## src/rtl/xcore_cmt_buf_if.sv

```systemverilog
// Commit-stage bundle: EX results, branch resolution and write-back handshake.
// Latency: none (wiring only).
// Backpressure: i_wb_rdy from WB; o_cmt_stall_req back to IF/ID/EX.
// Ports: i_* come from EX/BJP/LSU/WB into the commit stage; o_* leave it.
// Modports: master = pipeline/WB side that drives i_*, slave = commit stage.
interface xcore_cmt_buf_if #(
    parameter int XLEN  = 32,
    parameter int ID_W  = 3,
    parameter int CNT_W = 32
);
    logic            i_ex_instr_vld;
    logic [XLEN-1:0] i_ex_instr_pc;
    logic [4:0]      i_ex_rd_addr;
    logic            i_ex_alu_req;
    logic            i_ex_bjp_req;
    logic            i_ex_csr_req;
    logic            i_ex_sys_req;
    logic            i_ex_lsu_req;
    logic [XLEN-1:0] i_ex_alu_res;
    logic [XLEN-1:0] i_bjp_res;
    logic [XLEN-1:0] i_ex_csr;
    logic [XLEN-1:0] i_lsu_res;
    logic            i_lsu_vld;
    logic            i_ex_csr_wr;
    logic [11:0]     i_ex_csr_addr;
    logic [XLEN-1:0] i_ex_csr_wdata;
    logic            i_bjp_flush_req;
    logic            i_bjp_flush_type;
    logic [ID_W-1:0] i_bjp_flush_id;
    logic [XLEN-1:0] i_bjp_target;
    logic            i_wb_rdy;

    logic             o_cmt_stall_req;
    logic             o_cmt_accept;
    logic             o_cmt_flush_req;
    logic             o_cmt_flush_type;
    logic [ID_W-1:0]  o_cmt_flush_id;
    logic             o_cmt_bjp_upd;
    logic [XLEN-1:0]  o_cmt_bjp_target;
    logic             o_wb_vld;
    logic             o_wb_rd_we;
    logic [4:0]       o_wb_rd_addr;
    logic [XLEN-1:0]  o_wb_rd_data;
    logic             o_wb_csr_we;
    logic [11:0]      o_wb_csr_addr;
    logic [XLEN-1:0]  o_wb_csr_data;
    logic [CNT_W-1:0] o_cmt_cnt;

    modport master (
        output i_ex_instr_vld, i_ex_instr_pc, i_ex_rd_addr,
               i_ex_alu_req, i_ex_bjp_req, i_ex_csr_req, i_ex_sys_req, i_ex_lsu_req,
               i_ex_alu_res, i_bjp_res, i_ex_csr, i_lsu_res, i_lsu_vld,
               i_ex_csr_wr, i_ex_csr_addr, i_ex_csr_wdata,
               i_bjp_flush_req, i_bjp_flush_type, i_bjp_flush_id, i_bjp_target, i_wb_rdy,
        input  o_cmt_stall_req, o_cmt_accept, o_cmt_flush_req, o_cmt_flush_type,
               o_cmt_flush_id, o_cmt_bjp_upd, o_cmt_bjp_target,
               o_wb_vld, o_wb_rd_we, o_wb_rd_addr, o_wb_rd_data,
               o_wb_csr_we, o_wb_csr_addr, o_wb_csr_data, o_cmt_cnt
    );

    modport slave (
        input  i_ex_instr_vld, i_ex_instr_pc, i_ex_rd_addr,
               i_ex_alu_req, i_ex_bjp_req, i_ex_csr_req, i_ex_sys_req, i_ex_lsu_req,
               i_ex_alu_res, i_bjp_res, i_ex_csr, i_lsu_res, i_lsu_vld,
               i_ex_csr_wr, i_ex_csr_addr, i_ex_csr_wdata,
               i_bjp_flush_req, i_bjp_flush_type, i_bjp_flush_id, i_bjp_target, i_wb_rdy,
        output o_cmt_stall_req, o_cmt_accept, o_cmt_flush_req, o_cmt_flush_type,
               o_cmt_flush_id, o_cmt_bjp_upd, o_cmt_bjp_target,
               o_wb_vld, o_wb_rd_we, o_wb_rd_addr, o_wb_rd_data,
               o_wb_csr_we, o_wb_csr_addr, o_wb_csr_data, o_cmt_cnt
    );
endinterface

```

## src/rtl/xcore_cmt_buf.sv

```systemverilog
// Commit stage: accepts finished EX results into a DEPTH-entry in-order write-back queue.
// Latency: 1 cycle accept -> o_wb_vld when empty (0 cycles with XCORE_CMT_BYPASS_EN).
// Backpressure: i_wb_rdy drains the head; queue full raises o_cmt_stall_req to hold EX.
// Ports: i_sys_clk, i_sys_rst_n (async active-low), bus (xcore_cmt_buf_if.slave).
// Optional feature macro: XCORE_CMT_BYPASS_EN -- empty queue with WB ready forwards
// the accepted entry straight to o_wb_* in the same cycle without touching the queue.
module xcore_cmt_buf #(
    parameter int XLEN  = 32,
    parameter int DEPTH = 2,
    parameter int ID_W  = 3,
    parameter int CNT_W = 32
) (
    input logic            i_sys_clk,
    input logic            i_sys_rst_n,
    xcore_cmt_buf_if.slave bus
);
    localparam int              PTR_W    = $clog2(DEPTH);
    localparam logic [PTR_W:0]  FULL_CNT = (PTR_W+1)'(DEPTH);

    typedef struct packed {
        logic            rd_we;
        logic [4:0]      rd_addr;
        logic [XLEN-1:0] rd_data;
        logic            csr_we;
        logic [11:0]     csr_addr;
        logic [XLEN-1:0] csr_data;
    } ent_t;

    ent_t             mem [DEPTH];
    ent_t             new_ent;
    ent_t             head;
    logic [PTR_W-1:0] wr_ptr;
    logic [PTR_W-1:0] rd_ptr;
    logic [PTR_W:0]   count;
    logic [CNT_W-1:0] cmt_cnt;
    logic             done;
    logic             full;
    logic             accept;
    logic             byp;
    logic             enq;
    logic             deq;
    logic             head_vld;
    logic             wb_vld;
    logic             unused_pc;

    // The PC is carried by EX for debug/trace only; write-back has no use for it.
    assign unused_pc = ^bus.i_ex_instr_pc;

    assign done = bus.i_ex_alu_req | bus.i_ex_bjp_req | bus.i_ex_csr_req | bus.i_ex_sys_req
                | (bus.i_ex_lsu_req & bus.i_lsu_vld);
    // Full comes from the registered count: a same-cycle dequeue does not open a slot.
    assign full   = (count == FULL_CNT);
    assign accept = bus.i_ex_instr_vld & done & ~full;

    assign bus.o_cmt_accept    = accept;
    assign bus.o_cmt_stall_req = bus.i_ex_instr_vld & ~accept;

    // EX holds its inputs while stalled, so gating with accept yields single-cycle pulses.
    assign bus.o_cmt_flush_req   = accept & bus.i_bjp_flush_req;
    assign bus.o_cmt_flush_type  = bus.i_bjp_flush_type;
    assign bus.o_cmt_flush_id    = bus.i_bjp_flush_id;
    assign bus.o_cmt_bjp_upd     = accept & bus.i_ex_bjp_req;
    assign bus.o_cmt_bjp_target  = bus.i_bjp_target;

    always_comb begin
        new_ent          = '0;
        new_ent.rd_we    = (bus.i_ex_rd_addr != 5'd0) & ~bus.i_ex_sys_req;
        new_ent.rd_addr  = bus.i_ex_rd_addr;
        if (bus.i_ex_lsu_req)      new_ent.rd_data = bus.i_lsu_res;
        else if (bus.i_ex_csr_req) new_ent.rd_data = bus.i_ex_csr;
        else if (bus.i_ex_bjp_req) new_ent.rd_data = bus.i_bjp_res;
        else                       new_ent.rd_data = bus.i_ex_alu_res;
        new_ent.csr_we   = bus.i_ex_csr_req & bus.i_ex_csr_wr;
        new_ent.csr_addr = bus.i_ex_csr_addr;
        new_ent.csr_data = bus.i_ex_csr_wdata;
    end

`ifdef XCORE_CMT_BYPASS_EN
    assign byp = (count == '0) & bus.i_wb_rdy;
`else
    assign byp = 1'b0;
`endif

    assign enq      = accept & ~byp;
    assign head_vld = (count != '0);
    assign deq      = head_vld & bus.i_wb_rdy;
    assign wb_vld   = head_vld | (byp & accept);
    assign head     = byp ? new_ent : mem[rd_ptr];

    assign bus.o_wb_vld      = wb_vld;
    assign bus.o_wb_rd_we    = head.rd_we;
    assign bus.o_wb_rd_addr  = head.rd_addr;
    assign bus.o_wb_rd_data  = head.rd_data;
    assign bus.o_wb_csr_we   = head.csr_we;
    assign bus.o_wb_csr_addr = head.csr_addr;
    assign bus.o_wb_csr_data = head.csr_data;
    assign bus.o_cmt_cnt     = cmt_cnt;

    // Queue storage is not reset: validity is carried entirely by count.
    always_ff @(posedge i_sys_clk) begin
        if (enq) mem[wr_ptr] <= new_ent;
    end

    always_ff @(posedge i_sys_clk or negedge i_sys_rst_n) begin
        if (!i_sys_rst_n) begin
            wr_ptr  <= '0;
            rd_ptr  <= '0;
            count   <= '0;
            cmt_cnt <= '0;
        end else begin
            if (enq) wr_ptr <= wr_ptr + PTR_W'(1);
            if (deq) rd_ptr <= rd_ptr + PTR_W'(1);
            case ({enq, deq})
                2'b10:   count <= count + (PTR_W+1)'(1);
                2'b01:   count <= count - (PTR_W+1)'(1);
                default: count <= count;
            endcase
            // Bypassed commits retire without a dequeue, so count the WB handshake.
            if (wb_vld & bus.i_wb_rdy) cmt_cnt <= cmt_cnt + CNT_W'(1);
        end
    end
endmodule

```

## src/flat_wrapper.sv

```systemverilog
// flat-port wrapper written by rule: the top's interface ports become plain ports
module xcore_cmt_buf_flat 
#(
    parameter int XLEN  = 32,
    parameter int DEPTH = 2,
    parameter int ID_W  = 3,
    parameter int CNT_W = 32
)
  (i_sys_clk, i_sys_rst_n, bus_i_ex_instr_vld, bus_i_ex_instr_pc, bus_i_ex_rd_addr, bus_i_ex_alu_req, bus_i_ex_bjp_req, bus_i_ex_csr_req, bus_i_ex_sys_req, bus_i_ex_lsu_req, bus_i_ex_alu_res, bus_i_bjp_res, bus_i_ex_csr, bus_i_lsu_res, bus_i_lsu_vld, bus_i_ex_csr_wr, bus_i_ex_csr_addr, bus_i_ex_csr_wdata, bus_i_bjp_flush_req, bus_i_bjp_flush_type, bus_i_bjp_flush_id, bus_i_bjp_target, bus_i_wb_rdy, bus_o_cmt_stall_req, bus_o_cmt_accept, bus_o_cmt_flush_req, bus_o_cmt_flush_type, bus_o_cmt_flush_id, bus_o_cmt_bjp_upd, bus_o_cmt_bjp_target, bus_o_wb_vld, bus_o_wb_rd_we, bus_o_wb_rd_addr, bus_o_wb_rd_data, bus_o_wb_csr_we, bus_o_wb_csr_addr, bus_o_wb_csr_data, bus_o_cmt_cnt);
  xcore_cmt_buf_if #(.XLEN(XLEN), .ID_W(ID_W), .CNT_W(CNT_W)) bus_i ();
  input logic i_sys_clk;
  input logic i_sys_rst_n;
  input wire logic [$bits(bus_i.i_ex_instr_vld)-1:0] bus_i_ex_instr_vld;
  input wire logic [$bits(bus_i.i_ex_instr_pc)-1:0] bus_i_ex_instr_pc;
  input wire logic [$bits(bus_i.i_ex_rd_addr)-1:0] bus_i_ex_rd_addr;
  input wire logic [$bits(bus_i.i_ex_alu_req)-1:0] bus_i_ex_alu_req;
  input wire logic [$bits(bus_i.i_ex_bjp_req)-1:0] bus_i_ex_bjp_req;
  input wire logic [$bits(bus_i.i_ex_csr_req)-1:0] bus_i_ex_csr_req;
  input wire logic [$bits(bus_i.i_ex_sys_req)-1:0] bus_i_ex_sys_req;
  input wire logic [$bits(bus_i.i_ex_lsu_req)-1:0] bus_i_ex_lsu_req;
  input wire logic [$bits(bus_i.i_ex_alu_res)-1:0] bus_i_ex_alu_res;
  input wire logic [$bits(bus_i.i_bjp_res)-1:0] bus_i_bjp_res;
  input wire logic [$bits(bus_i.i_ex_csr)-1:0] bus_i_ex_csr;
  input wire logic [$bits(bus_i.i_lsu_res)-1:0] bus_i_lsu_res;
  input wire logic [$bits(bus_i.i_lsu_vld)-1:0] bus_i_lsu_vld;
  input wire logic [$bits(bus_i.i_ex_csr_wr)-1:0] bus_i_ex_csr_wr;
  input wire logic [$bits(bus_i.i_ex_csr_addr)-1:0] bus_i_ex_csr_addr;
  input wire logic [$bits(bus_i.i_ex_csr_wdata)-1:0] bus_i_ex_csr_wdata;
  input wire logic [$bits(bus_i.i_bjp_flush_req)-1:0] bus_i_bjp_flush_req;
  input wire logic [$bits(bus_i.i_bjp_flush_type)-1:0] bus_i_bjp_flush_type;
  input wire logic [$bits(bus_i.i_bjp_flush_id)-1:0] bus_i_bjp_flush_id;
  input wire logic [$bits(bus_i.i_bjp_target)-1:0] bus_i_bjp_target;
  input wire logic [$bits(bus_i.i_wb_rdy)-1:0] bus_i_wb_rdy;
  output wire logic [$bits(bus_i.o_cmt_stall_req)-1:0] bus_o_cmt_stall_req;
  output wire logic [$bits(bus_i.o_cmt_accept)-1:0] bus_o_cmt_accept;
  output wire logic [$bits(bus_i.o_cmt_flush_req)-1:0] bus_o_cmt_flush_req;
  output wire logic [$bits(bus_i.o_cmt_flush_type)-1:0] bus_o_cmt_flush_type;
  output wire logic [$bits(bus_i.o_cmt_flush_id)-1:0] bus_o_cmt_flush_id;
  output wire logic [$bits(bus_i.o_cmt_bjp_upd)-1:0] bus_o_cmt_bjp_upd;
  output wire logic [$bits(bus_i.o_cmt_bjp_target)-1:0] bus_o_cmt_bjp_target;
  output wire logic [$bits(bus_i.o_wb_vld)-1:0] bus_o_wb_vld;
  output wire logic [$bits(bus_i.o_wb_rd_we)-1:0] bus_o_wb_rd_we;
  output wire logic [$bits(bus_i.o_wb_rd_addr)-1:0] bus_o_wb_rd_addr;
  output wire logic [$bits(bus_i.o_wb_rd_data)-1:0] bus_o_wb_rd_data;
  output wire logic [$bits(bus_i.o_wb_csr_we)-1:0] bus_o_wb_csr_we;
  output wire logic [$bits(bus_i.o_wb_csr_addr)-1:0] bus_o_wb_csr_addr;
  output wire logic [$bits(bus_i.o_wb_csr_data)-1:0] bus_o_wb_csr_data;
  output wire logic [$bits(bus_i.o_cmt_cnt)-1:0] bus_o_cmt_cnt;
  assign bus_i.i_ex_instr_vld = bus_i_ex_instr_vld;
  assign bus_i.i_ex_instr_pc = bus_i_ex_instr_pc;
  assign bus_i.i_ex_rd_addr = bus_i_ex_rd_addr;
  assign bus_i.i_ex_alu_req = bus_i_ex_alu_req;
  assign bus_i.i_ex_bjp_req = bus_i_ex_bjp_req;
  assign bus_i.i_ex_csr_req = bus_i_ex_csr_req;
  assign bus_i.i_ex_sys_req = bus_i_ex_sys_req;
  assign bus_i.i_ex_lsu_req = bus_i_ex_lsu_req;
  assign bus_i.i_ex_alu_res = bus_i_ex_alu_res;
  assign bus_i.i_bjp_res = bus_i_bjp_res;
  assign bus_i.i_ex_csr = bus_i_ex_csr;
  assign bus_i.i_lsu_res = bus_i_lsu_res;
  assign bus_i.i_lsu_vld = bus_i_lsu_vld;
  assign bus_i.i_ex_csr_wr = bus_i_ex_csr_wr;
  assign bus_i.i_ex_csr_addr = bus_i_ex_csr_addr;
  assign bus_i.i_ex_csr_wdata = bus_i_ex_csr_wdata;
  assign bus_i.i_bjp_flush_req = bus_i_bjp_flush_req;
  assign bus_i.i_bjp_flush_type = bus_i_bjp_flush_type;
  assign bus_i.i_bjp_flush_id = bus_i_bjp_flush_id;
  assign bus_i.i_bjp_target = bus_i_bjp_target;
  assign bus_i.i_wb_rdy = bus_i_wb_rdy;
  assign bus_o_cmt_stall_req = bus_i.o_cmt_stall_req;
  assign bus_o_cmt_accept = bus_i.o_cmt_accept;
  assign bus_o_cmt_flush_req = bus_i.o_cmt_flush_req;
  assign bus_o_cmt_flush_type = bus_i.o_cmt_flush_type;
  assign bus_o_cmt_flush_id = bus_i.o_cmt_flush_id;
  assign bus_o_cmt_bjp_upd = bus_i.o_cmt_bjp_upd;
  assign bus_o_cmt_bjp_target = bus_i.o_cmt_bjp_target;
  assign bus_o_wb_vld = bus_i.o_wb_vld;
  assign bus_o_wb_rd_we = bus_i.o_wb_rd_we;
  assign bus_o_wb_rd_addr = bus_i.o_wb_rd_addr;
  assign bus_o_wb_rd_data = bus_i.o_wb_rd_data;
  assign bus_o_wb_csr_we = bus_i.o_wb_csr_we;
  assign bus_o_wb_csr_addr = bus_i.o_wb_csr_addr;
  assign bus_o_wb_csr_data = bus_i.o_wb_csr_data;
  assign bus_o_cmt_cnt = bus_i.o_cmt_cnt;
  xcore_cmt_buf #(.XLEN(XLEN), .DEPTH(DEPTH), .ID_W(ID_W), .CNT_W(CNT_W)) u_core (.i_sys_clk(i_sys_clk), .i_sys_rst_n(i_sys_rst_n), .bus(bus_i));
endmodule
```

## config.mk

```make
export PLATFORM = sky130hd
export DESIGN_NAME = xcore_cmt_buf_flat
export DESIGN_NICKNAME = d
export VERILOG_FILES = /design/src/rtl/xcore_cmt_buf_if.sv /design/src/rtl/xcore_cmt_buf.sv /design/src/flat_wrapper.sv
export SDC_FILE = /design/constraint.sdc
export NUM_CORES = 1
export LEC_CHECK = 0
export BUFFER_PORTS_ARGS = -buffer_cell sky130_fd_sc_hd__buf_2
export CAP_MARGIN = 20
export CORE_AREA = 5 5 159 161
export CTS_BUF_LIST = sky130_fd_sc_hd__clkbuf_4 sky130_fd_sc_hd__clkbuf_8
export CTS_CLUSTER_DIAMETER = 40
export DETAILED_ROUTE_END_ITERATION = 6
export DIE_AREA = 0 0 164 166
export PLACE_DENSITY = 0.67
export SLEW_MARGIN = 20
export SYNTH_ARGS = -nofsm -noshare
export SYNTH_HDL_FRONTEND = slang
export SYNTH_SLANG_ARGS = --single-unit
```

## constraint.sdc

```tcl
create_clock -name i_sys_clk -period 6.46 [get_ports i_sys_clk]
set_input_delay 0.969 -clock i_sys_clk [delete_from_list [all_inputs] [get_ports i_sys_clk]]
set_output_delay 0.969 -clock i_sys_clk [all_outputs]
set_load 0.01 [all_outputs]
```

**Word level (Yosys, flattened, before mapping)**

Memories as Yosys holds them, arrays and structs flattened.
Cells that the tools add are included.

- Memories: 1
- Output and inout port bits: 156
- Logic and storage cells: 38
- Register bits: 36
- Memory bits (writable): 166
- Input port bits: 257

- Add/subtract/negate cells: 5
- Equality and inequality tests: 3
- Reductions and logical operators: 3
- Mux-type cells: 6
- Bitwise gates (word level): 16

Memories:

| name | words | bits a word | rd ports | clocked after memory_dff | write ports | RTL line | text |
|---|---|---|---|---|---|---|---|
| u_core.mem | 2 | 83 | 1 | 0 | 1 | xcore_cmt_buf.sv:29 | `ent_t mem [DEPTH];` |

Operator list:

| operator | number |
|---|---|
| 32-bit 2-to-1 mux | 3 |
| 32-bit by 1-bit adder with 32-bit output (second input constant) | 1 |
| 1-bit bitwise AND | 9 |
| 5-bit nonzero test | 1 |
| 2-bit == test (second input constant) | 2 |
| 1-bit OR | 4 |
| 2-bit case mux with 2 select lines | 1 |
| 2-bit nonzero test | 2 |
| 1-bit inverter | 3 |
| 1-bit adder (second input constant) | 2 |
| 2-bit by 1-bit adder with 2-bit output (second input constant) | 1 |
| 2-bit by 1-bit == test with 1-bit output (second input constant) | 1 |
| 1-bit 2-to-1 mux | 2 |
| 2-bit by 1-bit subtractor with 2-bit output (second input constant) | 1 |

**Depth between registers and ports, before layout**

- Depth in word-level cells: 8
- Gate-level depth with buffers: 8
- Depth with buffers taken out: 8

**Least setup slack after synthesis**

No wires, ideal clock.

- Kind: input -> register
- Start: input bus_i_ex_lsu_req
- End: memory u_core.mem[0][0] (netlist bit), enable pin
- Stages on the path: 4
- Required time: 5.925 ns
- Arrival: 5.394 ns
- Slack: 0.531 ns
- Setup time: 0.535 ns
- Path buffers: 1
- Path through: buf_2 nand2_1 a21oi_1 nor2b_1

- Longest elaborated chain between the ends: 6

RTL lines:

| element | RTL line | text |
|---|---|---|
| from (decl) | flat_wrapper.sv:20 | `input wire logic [$bits(bus_i.i_ex_lsu_req)-1:0] bus_i_ex_lsu_req;` |
| 1-bit bitwise AND | xcore_cmt_buf.sv:50 | `\| (bus.i_ex_lsu_req & bus.i_lsu_vld);` |
| 1-bit OR | xcore_cmt_buf.sv:50 |  |
| 1-bit bitwise AND (2 in series) | xcore_cmt_buf.sv:53 | `assign accept = bus.i_ex_instr_vld & done & ~full;` |
| named net bus_o_cmt_accept | flat_wrapper.sv:35 | `output wire logic [$bits(bus_i.o_cmt_accept)-1:0] bus_o_cmt_accept;` |
| 1-bit 2-to-1 mux | xcore_cmt_buf.sv:101 | `if (enq) mem[wr_ptr] <= new_ent;` |
| 1-bit 2-to-1 mux (not written as such) | xcore_cmt_buf.sv:101 |  |
| to (decl) | xcore_cmt_buf.sv:29 |  |

The timed path passes the listed nets, and every way through them passes these cells.

**Final worst setup path**

- Start: input bus_i_ex_lsu_req
- End: output bus_o_cmt_bjp_upd

- Longest elaborated chain between the ends: 5

RTL lines:

| element | RTL line | text |
|---|---|---|
| 1-bit bitwise AND | xcore_cmt_buf.sv:50 |  |
| 1-bit OR | xcore_cmt_buf.sv:50 |  |
| 1-bit bitwise AND (2 in series) | xcore_cmt_buf.sv:53 |  |
| 1-bit bitwise AND | xcore_cmt_buf.sv:62 | `assign bus.o_cmt_bjp_upd = accept & bus.i_ex_bjp_req;` |
| to (decl) | flat_wrapper.sv:39 | `output wire logic [$bits(bus_i.o_cmt_bjp_upd)-1:0] bus_o_cmt_bjp_upd;` |

No other way between the ends.

==> results.cfg <==
[clock_network]
clk_path_buf_depth = 3
clk_latency_ns = 0.50
cts-buffers-inserted = 38
cts_root_buf = clkbuf_8
cts_max_level = 2
cts_tree = built
ctsHoldBuffers = 0
cts_resized = 0
clk_pin_slew_worst_paths_ns = 0.05
cts_sinks = 202
post_cts_buffers = 0

[place]
dp_cells = 1205
io_buffers = 308
place.gp.congestion = 0.841
hpwlAfterDp_um = 15200
dp_slack_ns = 2.39

[grt]
grt_pass1_wl_um = 33000
grt_pass1_vias = 6065
antenna_found_initial = 3
grt_max_degree = 67
grt-ovfl-total = 0
grt_usage = 0.154

[die]
die_y_um = 166
chipWidth_um = 164
die-area_um2 = 27200
num_rows = 57
start_util = 0.376
core_region_area_um2 = 23800
io_pins = 413

[critical_path]
r2r_slack_ns = 3.58
cp-start-kind = primary input
crit_path_max_fanout = 65
cp.required_ns = 5.49
worst_ep_arrival_time_ns = 2.65
crit_top_cell = buf_2
crit_family = buffers and inverters
crit_path_end_kind = primary output
crit_buf_inv = 3
critPathKind = primary input to primary output
slowest_stage = a21oi_1
cpPeakStageDelay_ns = 0.60
crit_chain = buf_2 > buf_4 > nand2_1 > a21oi_1 > and2_1 > buf_2

[layout]
nets = 1180
fillers = 2223
utilization = 0.475
fin_cells = 1271
antenna_cells = 0
drive_gt1_frac = 0.492
syn2layout_area_growth_pct = 26.3

[hold_path]
hold_path.class = register to register

[synthesis]
synth_top_area_frac = 0.557
synth.largest_area_cell = edfxtp_1
seq_area_frac_synth = 0.658
avgSynthCellArea_um2 = 14.1
synth_top_cells_by_area = edfxtp_1 (56%), mux2_2 (10%), dfrtp_1 (10%)
synth_area_um2 = 8950
synth-seq-cells = 202
syn_nets = 892
syn_inst = 633
synthDistinctLibCells = 34
yosysWarnings = 0

[detailed_routing]
via_per_inst = 4.72
wl_per_cell_um = 17.4
route.detailed.drc = 0
drt_first_iter_violations = 333
ant_nets = 0
dr.max_layer_used = met5
wl_met2_um = 10800
m1WireLength_um = 8780
dr.pass1.iters = 6
met3_length_um = 2100
wl_um = 22100
vias = 5997

[flow_run]
drv_cap = 0

[sta]
finalCritPeriodShare = 0.560
grt_setup_unrepaired = false
fmax_mhz = 276
worst_slew_pin_slew_ns = 0.940
setup_viol = 0
slew_violations = 0
fin_worst_skew_ns = 0.0241
min_period_ns = 3.62
tns_ns = 0
finalHoldViolCount = 0
fin_ws_ns = 2.84
slew-limit-headroom = 0.373

[power_and_ir_drop]
p_per_area_nw_per_um2 = 376
irDropWorstVdd_uv = 146
p_total_mw = 4.25
leakage_nw = 4.73

[outcome]
outcome = completed
[area by class of cell]
class / count / area (um2) / share of cell area
inverters: 5 / 18.8 / 0.00166
repair buffers: 314 / 1600 / 0.141
clock buffers: 50 / 632 / 0.0559
clock inverters: 16 / 111 / 0.00985
flip-flops and latches: 202 / 5890 / 0.521
multi-input cells: 360 / 2650 / 0.234
well taps: 324 / 405 / 0.0359
[kinds of logic (layout without fill, tap and decap cells)]
| group | Yosys count | after routing | synth area share |
|---|---|---|---|
| adder cells (fa/ha/maj) | 2 | 2 | 0.00280 |
| XOR/XNOR | 36 | 36 | 0.0352 |
| AO/OA/AOI/OAI | 69 | 69 | 0.0398 |
| buffers and inverters | 71 | 385 | 0.0474 |
| multiplexers | 115 | 115 | 0.140 |
| AND/OR/NAND/NOR | 138 | 138 | 0.0769 |
| flip-flops | 202 | 202 | 0.658 |
[final timing paths]
| check | startpoint | end | cells past startpoint |
|---|---|---|---|
| worst min-delay path | u_core.bus.o_cmt_cnt[31] | u_core.bus.o_cmt_cnt[31] | 1 |
| worst min register to register | u_core.bus.o_cmt_cnt[31] | u_core.bus.o_cmt_cnt[31] | 1 |
| worst max-delay path | bus_i_ex_lsu_req | bus_o_cmt_bjp_upd | 6 |
| max in group asynchronous | i_sys_rst_n | u_core.rd_ptr | 1 |
| worst max register to register | u_core.count[1] | u_core.mem[1][23] | 5 |
| min in group asynchronous | i_sys_rst_n | u_core.bus.o_cmt_cnt[15] | 1 |
[per-stage QoR]
stage	hold WS, ns	instance area [um2]
6_report	0.472	11300
5_1_grt	0.490	11300
4_1_cts	0.476	11300
3_5_place_dp	0.458	10600
3_3_place_gp	0.467	10600
2_1_floorplan	0.455	8950
[synth_stat cells]
| cell | n |
|---|---|
| a21oi_1 | 34 |
| and2_1 | 5 |
| and3_1 | 5 |
| and4_1 | 3 |
| buf_1 | 2 |
| buf_2 | 12 |
| buf_4 | 36 |
| buf_6 | 1 |
| clkbuf_1 | 15 |
| dfrtp_1 | 36 |
| edfxtp_1 | 166 |
| ha_1 | 2 |
| inv_1 | 4 |
| inv_2 | 1 |
| mux2_2 | 83 |
| mux2i_1 | 32 |
| nand2_1 | 48 |
| nand3_1 | 5 |
| nand4_1 | 17 |
| nand4_2 | 2 |
| nand4b_1 | 1 |
| nor2_1 | 40 |
| nor2b_1 | 2 |
| nor3_1 | 4 |
| nor3_2 | 1 |
| nor4_1 | 1 |
| nor4_4 | 2 |
| o2111ai_1 | 1 |
| o211ai_2 | 1 |
| o21ai_0 | 33 |
| or2_1 | 1 |
| or2_2 | 1 |
| xnor2_1 | 30 |
| xor2_1 | 6 |
[routing by layer]
layer | global-route usage | vias up
met5 | 0 | -
met1 | 0.188 | 2836
met2 | 0.260 | 241
met3 | 0.0534 | 40
li1 | - | 2874
met4 | 0.0419 | 6
[power by group]
part | leakage, nW | internal, mW | switching [mW]
Clock | 0.380 | 0.680 | 0.519
Combinational | 2.33 | 0.540 | 0.675
Sequential | 2.02 | 1.73 | 0.109
Total | 4.73 | 2.95 | 1.30
[cell usage in the layout, fill, tap and decap left out, drive strengths merged, types with 3 or more instances in the layout]
cell type	instances
a21oi	34
and2	5
and3	5
and4	3
buf	314
clkbuf	50
clkinv	11
clkinvlp	3
dfrtp	36
edfxtp	166
inv	6
mux2	83
mux2i	32
nand2	48
nand3	5
nand4	19
nor2	40
nor3	5
nor4	3
o21ai	33
xnor2	30
xor2	6
[sequential cells by signal, indices dropped and copies added, names as in the netlist]
register	flops
u_core.rd_ptr	1
u_core.mem	166
u_core.bus.o_cmt_cnt	32
u_core.count	2
u_core.wr_ptr	1
Note: power is estimated with default switching activity, not from simulation.
